**config.mk**
```make
export PLATFORM = sky130hd
export DESIGN_NAME = slider_operand_entry_flat
export DESIGN_NICKNAME = d
export VERILOG_FILES = /design/src/rtl/slider_operand_entry_pkg.sv /design/src/rtl/slider_operand_entry_if.sv /design/src/rtl/slider_operand_entry_timer.sv /design/src/rtl/slider_operand_entry.sv /design/src/flat_wrapper.sv
export SDC_FILE = /design/constraint.sdc
export NUM_CORES = 1
export LEC_CHECK = 0
export BUFFER_PORTS_ARGS = -buffer_cell sky130_fd_sc_hd__buf_4
export CAP_MARGIN = 15
export CORE_UTILIZATION = 40
export CTS_BUF_LIST = sky130_fd_sc_hd__clkbuf_16
export DETAILED_ROUTE_END_ITERATION = 6
export GPL_TIMING_DRIVEN = 0
export PLACE_DENSITY_LB_ADDON = 0.15
export SYNTH_ARGS = -nofsm -noshare
export SYNTH_HDL_FRONTEND = slang
export SYNTH_HIERARCHICAL = 1
export SYNTH_SLANG_ARGS = --single-unit
```
**constraint.sdc**
```tcl
create_clock -name clk -period 3.67 [get_ports clk]
set_input_delay 0.1835 -clock clk [delete_from_list [all_inputs] [get_ports clk]]
set_output_delay 0.1835 -clock clk [all_outputs]
set_load 0.01 [all_outputs]
```
**src/rtl/slider_operand_entry_pkg.sv**
```systemverilog
// Shared types and step-constant helpers for the calculator operand entry.
package calc_pkg;

  typedef enum logic [1:0] {
    IDLE,
    ARMED,
    REPEAT
  } entry_state_t;

  function automatic longint unsigned pow10(input int n);
    longint unsigned p;
    p = 1;
    for (int i = 0; i < n; i++) p = p * 10;
    return p;
  endfunction

  // Deltas past the operand range are pre-reduced so they fit the datapath.
  function automatic longint unsigned step_delta(
    input int n,
    input longint unsigned maxv,
    input bit wrap
  );
    longint unsigned p;
    p = pow10(n);
    if (wrap) return p % (maxv + 1);
    return (p > maxv) ? maxv + 1 : p;
  endfunction

endpackage

```
**src/rtl/slider_operand_entry_if.sv**
```systemverilog
// Slider/operand bundle between the input conditioning and the entry block.
interface slider_operand_entry_if #(
  parameter int NUM_DIGITS    = 4,
  parameter int NUM_OPERANDS  = 2,
  parameter int OPERAND_WIDTH = 14
);
  localparam int SEL_W =
    (NUM_OPERANDS > 1) ? $clog2(NUM_OPERANDS) : 1;

  logic [NUM_DIGITS-1:0]                slider;
  logic [SEL_W-1:0]                     operand_sel;
  logic                                 decrement;
  logic                                 clear;
  logic [NUM_OPERANDS*OPERAND_WIDTH-1:0] operands;
  logic                                 step_pulse;

  modport master (
    output slider,
    output operand_sel,
    output decrement,
    output clear,
    input  operands,
    input  step_pulse
  );

  modport slave (
    input  slider,
    input  operand_sel,
    input  decrement,
    input  clear,
    output operands,
    output step_pulse
  );
endinterface

```
**src/rtl/slider_operand_entry_timer.sv**
```systemverilog
// Hold/auto-repeat timer: tracks the active slider and strobes step.
module hold_repeat_timer
  import calc_pkg::*;
#(
  parameter int HOLD_CYCLES   = 32500000,
  parameter int REPEAT_CYCLES = 8125000,
  parameter int NUM_DIGITS    = 4,
  localparam int IW = (NUM_DIGITS > 1) ? $clog2(NUM_DIGITS) : 1
) (
  input  logic                  clk,
  input  logic                  rst,
  input  logic [NUM_DIGITS-1:0] slider,
  output logic                  step,
  output logic [IW-1:0]         idx
);
  localparam int MAXC =
    (HOLD_CYCLES > REPEAT_CYCLES) ? HOLD_CYCLES : REPEAT_CYCLES;
  localparam int CW = $clog2(MAXC + 1);

  entry_state_t  st, st_n;
  logic [CW-1:0] cnt, cnt_n;
  logic [IW-1:0] idx_n, act;
  logic          any, same;

  always_comb begin
    act = '0;
    for (int i = NUM_DIGITS - 1; i >= 0; i--)
      if (slider[i]) act = IW'(i);
  end

  assign any  = |slider;
  assign same = any && (act == idx);

  always_ff @(posedge clk) begin
    if (rst) begin
      st  <= IDLE;
      cnt <= '0;
      idx <= '0;
    end else begin
      st  <= st_n;
      cnt <= cnt_n;
      idx <= idx_n;
    end
  end

  always_comb begin
    st_n  = st;
    cnt_n = cnt;
    idx_n = idx;
    if (!any) begin
      st_n  = IDLE;
      cnt_n = '0;
    end else if (st == IDLE || act != idx) begin
      st_n  = ARMED;
      cnt_n = CW'(1);
      idx_n = act;
    end else if (step) begin
      st_n  = REPEAT;
      cnt_n = CW'(1);
    end else begin
      cnt_n = cnt + CW'(1);
    end
  end

  // ARMED fires on the edge sampling the HOLD_CYCLES-th active cycle.
  always_comb begin
    step = 1'b0;
    unique case (st)
      ARMED:   step = same && (cnt == CW'(HOLD_CYCLES - 1));
      REPEAT:  step = same && (cnt == CW'(REPEAT_CYCLES));
      default: step = 1'b0;
    endcase
  end
endmodule

```
**src/rtl/slider_operand_entry.sv**
```systemverilog
// Operand registers with saturating/wrapping decimal steps and clear.
module slider_operand_entry
  import calc_pkg::*;
#(
  parameter int NUM_DIGITS    = 4,
  parameter int NUM_OPERANDS  = 2,
  parameter int OPERAND_WIDTH = 14,
  parameter int MAX_VALUE     = 9999,
  parameter int HOLD_CYCLES   = 32500000,
  parameter int REPEAT_CYCLES = 8125000,
  parameter int WRAP          = 0
) (
  input logic                  clk,
  input logic                  rst,
  slider_operand_entry_if.slave bus
);
  localparam int W  = OPERAND_WIDTH;
  localparam int W1 = OPERAND_WIDTH + 1;
  localparam int IW = (NUM_DIGITS > 1) ? $clog2(NUM_DIGITS) : 1;
  localparam int SW = (NUM_OPERANDS > 1) ? $clog2(NUM_OPERANDS) : 1;
  localparam logic [W1-1:0] MAXV  = W1'(MAX_VALUE);
  localparam logic [W1-1:0] MAXV1 = W1'(MAX_VALUE + 1);

  logic [W-1:0]  ops [NUM_OPERANDS];
  logic [W1-1:0] delta_tab [NUM_DIGITS];
  logic [W-1:0]  cur, nxt;
  logic [W1-1:0] v, d, sum, nxt_w;
  logic [IW-1:0] idx;
  logic          step, sel_ok;
  logic          pulse;

  for (genvar i = 0; i < NUM_DIGITS; i++) begin : g_delta
    assign delta_tab[i] =
      W1'(step_delta(i, longint'(MAX_VALUE), WRAP != 0));
  end

  hold_repeat_timer #(
    .HOLD_CYCLES  (HOLD_CYCLES),
    .REPEAT_CYCLES(REPEAT_CYCLES),
    .NUM_DIGITS   (NUM_DIGITS)
  ) u_timer (
    .clk   (clk),
    .rst   (rst),
    .slider(bus.slider),
    .step  (step),
    .idx   (idx)
  );

  always_comb begin
    cur    = '0;
    sel_ok = 1'b0;
    for (int k = 0; k < NUM_OPERANDS; k++)
      if (bus.operand_sel == SW'(k)) begin
        cur    = ops[k];
        sel_ok = 1'b1;
      end
  end

  always_comb begin
    v   = {1'b0, cur};
    d   = delta_tab[idx];
    sum = v + d;
    if (!bus.decrement)
      nxt_w = (sum > MAXV) ?
        ((WRAP != 0) ? sum - MAXV1 : MAXV) : sum;
    else
      nxt_w = (d > v) ?
        ((WRAP != 0) ? v + MAXV1 - d : '0) : v - d;
    nxt = W'(nxt_w);
  end

  // Clear wins over a step landing in the same cycle.
  always_ff @(posedge clk) begin
    if (rst) begin
      for (int k = 0; k < NUM_OPERANDS; k++) ops[k] <= '0;
      pulse <= 1'b0;
    end else begin
      pulse <= 1'b0;
      for (int k = 0; k < NUM_OPERANDS; k++)
        if (bus.operand_sel == SW'(k)) begin
          if (bus.clear) begin
            ops[k] <= '0;
            pulse  <= 1'b1;
          end else if (step) begin
            ops[k] <= nxt;
            pulse  <= 1'b1;
          end
        end
    end
  end

  for (genvar k = 0; k < NUM_OPERANDS; k++) begin : g_out
    assign bus.operands[k*W +: W] = ops[k];
  end

  assign bus.step_pulse = pulse & 1'b1;

  logic unused_ok;
  assign unused_ok = sel_ok;
endmodule
```
**src/flat_wrapper.sv**
```systemverilog
// flat-port wrapper written by rule: the top's interface ports become plain ports
module slider_operand_entry_flat import calc_pkg::*;
#(
  parameter int NUM_DIGITS    = 4,
  parameter int NUM_OPERANDS  = 2,
  parameter int OPERAND_WIDTH = 14,
  parameter int MAX_VALUE     = 9999,
  parameter int HOLD_CYCLES   = 32500000,
  parameter int REPEAT_CYCLES = 8125000,
  parameter int WRAP          = 0
)
  (clk, rst, bus_slider, bus_operand_sel, bus_decrement, bus_clear, bus_operands, bus_step_pulse);
  slider_operand_entry_if #(.NUM_DIGITS(NUM_DIGITS), .NUM_OPERANDS(NUM_OPERANDS), .OPERAND_WIDTH(OPERAND_WIDTH)) bus_i ();
  input logic clk;
  input logic rst;
  input wire logic [$bits(bus_i.slider)-1:0] bus_slider;
  input wire logic [$bits(bus_i.operand_sel)-1:0] bus_operand_sel;
  input wire logic [$bits(bus_i.decrement)-1:0] bus_decrement;
  input wire logic [$bits(bus_i.clear)-1:0] bus_clear;
  output wire logic [$bits(bus_i.operands)-1:0] bus_operands;
  output wire logic [$bits(bus_i.step_pulse)-1:0] bus_step_pulse;
  assign bus_i.slider = bus_slider;
  assign bus_i.operand_sel = bus_operand_sel;
  assign bus_i.decrement = bus_decrement;
  assign bus_i.clear = bus_clear;
  assign bus_operands = bus_i.operands;
  assign bus_step_pulse = bus_i.step_pulse;
  slider_operand_entry #(.NUM_DIGITS(NUM_DIGITS), .NUM_OPERANDS(NUM_OPERANDS), .OPERAND_WIDTH(OPERAND_WIDTH), .MAX_VALUE(MAX_VALUE), .HOLD_CYCLES(HOLD_CYCLES), .REPEAT_CYCLES(REPEAT_CYCLES), .WRAP(WRAP)) u_core (.clk(clk), .rst(rst), .bus(bus_i));
endmodule
```
# == Yosys cells after proc, flatten, opt, wreduce, memory -nomap -nowiden ==
# Memory sizes are Yosys's and may differ from the RTL's.
# Index checks and enable logic that the tools add are counted.
# totals
reg_bits,30
latchBits,0
ramBits,28
mem_bits_ro,0
inputBits,9
out_inout_bits,29
elab_cells,78
memories,1
# op_classes
n_addsub,3
multipliers,0
div_mod_pow,0
order_cmp,3
eq_ne,6
shift,0
mux,42
bitwise_logic,6
reduce_logical,11
# memory_table
name,words,word_bits,rd,rd_ports_with_merged_regs,wr,line,text
u_core.ops,2,14,2,0,2,slider_operand_entry.sv:24,logic [W-1:0] ops [NUM_OPERANDS];
# ops
cell,count
two-way mux 14 bit,8
binary-select mux 15 bit (select 2 bit),1
two-way mux 15 bit,2
two-way mux 1 bit,26
"adder 25 x 1 -> 25 bit, second input constant",1
"equality test 25 x 23 -> 1 bit, second input constant",1
"equality test 25 bit, second input constant",1
adder 14 x 15 -> 15 bit,1
> comparator 15 x 14 -> 1 bit,1
"> comparator 15 x 14 -> 1 bit, second input constant",1
subtractor 14 bit,1
two-way mux 2 bit,4
OR reduction 4 bit,2
bitwise OR 1 bit,4
"greater-or-equal comparator 3 bit, second input constant",1
logical AND 1 bit,3
inverter 2 -> 3 bit,1
OR reduction 3 bit,1
"equality test 2 x 1 -> 1 bit, second input constant",1
equality test 2 bit,1
"equality test 2 bit, second input constant",1
logical NOT 2 bit,1
inequality test 2 bit,1
case mux 1 bit (2 select lines),1
5 further kinds,5

# == Logic depth before layout (Yosys ltp) ==
# depth
depth_word,14
depth_mapped,19
mapped_depth_nobuf,15

# == Hierarchy ==
# The synthesis kept the hierarchy.
# modules_own_cells
module,instances,cells_each,area_per_inst_um2,seq_area_each_um2
slider_operand_entry,1,369,3294.4,860.8
hold_repeat_timer,1,165,1470.2,580.6

# == Worst setup path before layout ==
# No wires, ideal clock.
# synth_timing
kind,input-to-reg
startpoint,input port bus_operand_sel
endpoint,memory u_core/ops[1][11] (netlist name) (data pin)
setup_ps,146
arrival_time_ps,3755
required_ps,3524
slack_ps,-231
cell_stages,18
n_path_buf,4
cell_sequence,buf_6 > clkbuf_8 > clkbuf_1 > mux2i_1 > inv_1 > ha_1 > inv_1 > fa_1 > nor3_4 > or3_1 > buf_4 > a41o_1 > a32oi_1 > or3_1 > or2_4 > a2111oi_4 > a221oi_1 > a21oi_1
# synth_rtl
element,line,text
from (decl),flat_wrapper.sv:17,input wire logic [$bits(bus_i.operand_sel)-1:0] bus_operand_sel;
to (decl),slider_operand_entry.sv:24,

==> results.py <==
metrics = {
    "floorplan": {
        "io_pins": 38,
        "core_mm2": 0.0115,
        "core.rowCount": 39,
        "die_h_um": 111,
        "initial_core_util_pct": 41.4,
        "die_x_um": 111,
        "dieArea_mm2": 0.0124,
    },
    "finish": {
        "syn_to_final_growth_pct": 23.5,
        "n_antenna_cell": 0,
        "num-nets-final": 638,
        "n_fill_cell": 1073,
        "drive_gt1_share_pct": 25.7,
        "final_cells": 745,
    },
    "clock_network": {
        "ctsRootBufferMaster": "clkbuf_16",
        "clkSinkCount": 58,
        "cts_tree": "built",
        "path_clk_slew_ns": 0.05,
        "cts_buffers": 9,
        "cts_buffer_depth": 2,
        "clk_latency_ns": 0.33,
        "cts_max_level": 3,
    },
    "sta": {
        "setup_viol": 0,
        "hold_slack_ns": 0.0585,
        "finalHoldViolCount": 0,
        "fin_crit_sh_pct": 97.0,
        "max_freq_ghz": 0.281,
        "setup_tns_ns": 0,
        "clock_skew_ns": 0.0107,
        "slew_violations": 0,
        "relSlewSlack_pct": 38.5,
        "min_period_ns": 3.56,
        "tightest_slew_ns": 0.914,
    },
    "route": {
        "routedWlPerCell_um": 18.3,
        "route.detailed.drc": 8,
        "dr.max_layer_used": "met4",
        "met3WireLength_um": 891,
        "dr.pass1.iters": 6,
        "wirelength_um": 13600,
        "vias": 4435,
        "wl_met2_um": 5840,
        "wl_met1_um": 6720,
        "vias_per_cell": 5.95,
        "dr.first_iter.drc_count": 375,
        "postRouteAntennaNets": 0,
    },
    "worst_setup_path": {
        "crit_arrival_ns": 3.62,
        "critPathBufInv": 4,
        "timing_worst_setup_path_type": "flop to flop",
        "path_cells": "mux2i_4 -> inv_2 -> ha_2 -> inv_2 -> fa_2 -> nor3_4 -> or3_1 -> buf_6 -> a2111oi_4 -> or3_4 -> o211ai_1 -> a21o_1 -> a21oi_4 -> buf_6 -> o22a_1 -> nor2_1",
        "cp_max_fo": 8,
        "required_ns": 3.73,
        "cp-end-kind": "flop",
        "slowest_delay_ns": 0.42,
        "crit_cells": 16,
        "start_kind": "flop",
        "critPathTopFamily": "compound AO/OA/AOI/OAI gates",
        "worst_r2r_path_depth": 16,
        "crit_path_top_delay_cell": "edfxtp_1",
    },
    "logic_synthesis": {
        "synth_seq_area_share_pct": 30.3,
        "ys.flop_type": "dfxtp_1",
        "yosysMostFrequentCell": "nor2_1",
        "synth_seq_cells": 58,
        "synth_cell_type_count": 83,
        "yosysWarnings": 6,
        "async_flop_share_pct": 0,
        "yosys-top-cells-area": "edfxtp_1 (18%), dfxtp_1 (13%), ha_1 (7.9%)",
        "avgSynthCellArea_um2": 8.92,
        "synth_top_area_share_pct": 17.6,
        "synth.net_count": 575,
        "syn_inst": 534,
        "synth-edff-count": 28,
        "yosysTopAreaCell": "edfxtp_1",
        "syn_area_mm2": 0.00476,
        "synthTopCellsByCount": "nor2_1 (51), a21oi_1 (41), inv_1 (33)",
    },
    "power_and_ir_drop": {
        "power_per_cell_area_mw_per_mm2": 388,
        "ir_drop_uv": 239,
        "leakagePower_nw": 2.32,
        "p_total_w": 0.00229,
    },
    "global_routing": {
        "antenna_found_initial": 0,
        "grt_max_degree": 15,
        "track_usage_pct": 21.8,
        "grt.overflow.total": 0,
        "grt_pass1_vias": 3969,
        "grt_pass1_wl_um": 20900,
    },
    "run": {
        "drv_cap": 0,
    },
    "status": {
        "status": "complete, but fails checks",
        "violations": "design-rule violations",
    },
    "placement": {
        "hpwl_um": 9980,
        "gp_congestion": 0.890,
        "numPortBuffers": 36,
        "dp.cells": 713,
    },
    "hold_path": {
        "hp-class": "input port to flop",
        "whs_path_depth": 2,
    },
}
-- cell type report --
| cell class | count | area [um2] | share of cell area [%] |
|---|---|---|---|
| Buffer | 20 | 194 | 3.30 |
| Inverter | 33 | 130 | 2.21 |
| Timing Repair Buffer | 55 | 425 | 7.23 |
| Clock inverter | 5 | 25.0 | 0.425 |
| Sequential cell | 58 | 1450 | 24.6 |
| Multi-Input combinational cell | 420 | 3210 | 54.5 |
| Clock buffer | 11 | 275 | 4.68 |
| Tap cell | 143 | 179 | 3.04 |
-- kinds of logic after synthesis --
family | count (synthesis) | share of synthesized area, %
xor+xnor | 29 | 5.33
compound gates | 133 | 21.0
mux | 16 | 3.83
simple gates | 210 | 24.5
fa+ha+maj | 32 | 8.72
buf+inv | 56 | 6.38
flops | 58 | 30.3
-- placed cells by master, fill, tap and decap left out, drive strengths merged, types with 3 or more instances in the layout --
cell type / instances
nor2b: 10
buf: 65
ha: 30
or3: 13
and3: 13
inv: 34
clkbuf: 21
a21oi: 44
a31oi: 4
a2111oi: 3
nor4: 7
nor4bb: 3
nand2b: 3
o31ai: 5
a21o: 6
o211ai: 6
xnor2: 11
edfxtp: 28
nor2: 58
o221ai: 4
clkinv: 3
nor3b: 3
mux2i: 14
a22oi: 5
nor3: 22
xor2: 18
nand2: 28
nand3: 23
dfxtp: 30
o21ai: 12
a221oi: 4
or2: 6
a32oi: 8
a211oi: 11
and2: 3
nand4: 9
-- worst paths after layout --
path                    startpoint                     to  slack [ns]
max               u_core/ops[0][0]       u_core/ops[1][0]        0.11
min                  bus_slider[0]  u_core/u_timer/idx[0]        0.06
max reg2reg       u_core/ops[0][0]       u_core/ops[1][0]        0.11
min reg2reg  u_core/u_timer/cnt[0]  u_core/u_timer/cnt[0]        0.50
-- per-layer routing --
metal  track usage (%)  up-vias
met5                 0        -
met3              4.54       14
met1              31.9     2139
met2              31.7      172
li1                  -     2110
met4              7.12        0
-- what timing repair did --
item,CTS,global route
gates resized for setup,20,37
hold buffers,0,0
pin swaps,1,16
endpoints found under the setup margin,28,28
setup buffers,0,18
cloned,0,1
-- sequential cells by signal, indices dropped and copies added (netlist names) --
name                   flops
u_core/bus.step_pulse      1
u_core/ops                28
u_core/u_timer/cnt        25
u_core/u_timer/idx         2
u_core/u_timer/st          2
-- power breakdown --
group          switching, W  total (W)  leakage, nW  internal, W
combinational      0.000414   0.000700         1.63     0.000286
clock              0.000304   0.000836        0.155     0.000532
sequential        0.0000265   0.000750        0.544     0.000723
total              0.000745    0.00229         2.32      0.00154
-- stage by stage --
stage / worst slack, ns / utilization [%] / instance area, um2
floorplan: 0.0468 / - / 4770
detailed placement: -0.737 / 45.3 / 5220
finish: 0.108 / 51.1 / 5880
CTS: 0.00617 / 48.7 / 5610
global route: -0.0253 / 51.1 / 5880
global placement: -0.680 / 45.3 / 5220
Power figures use the tool's default switching activity.
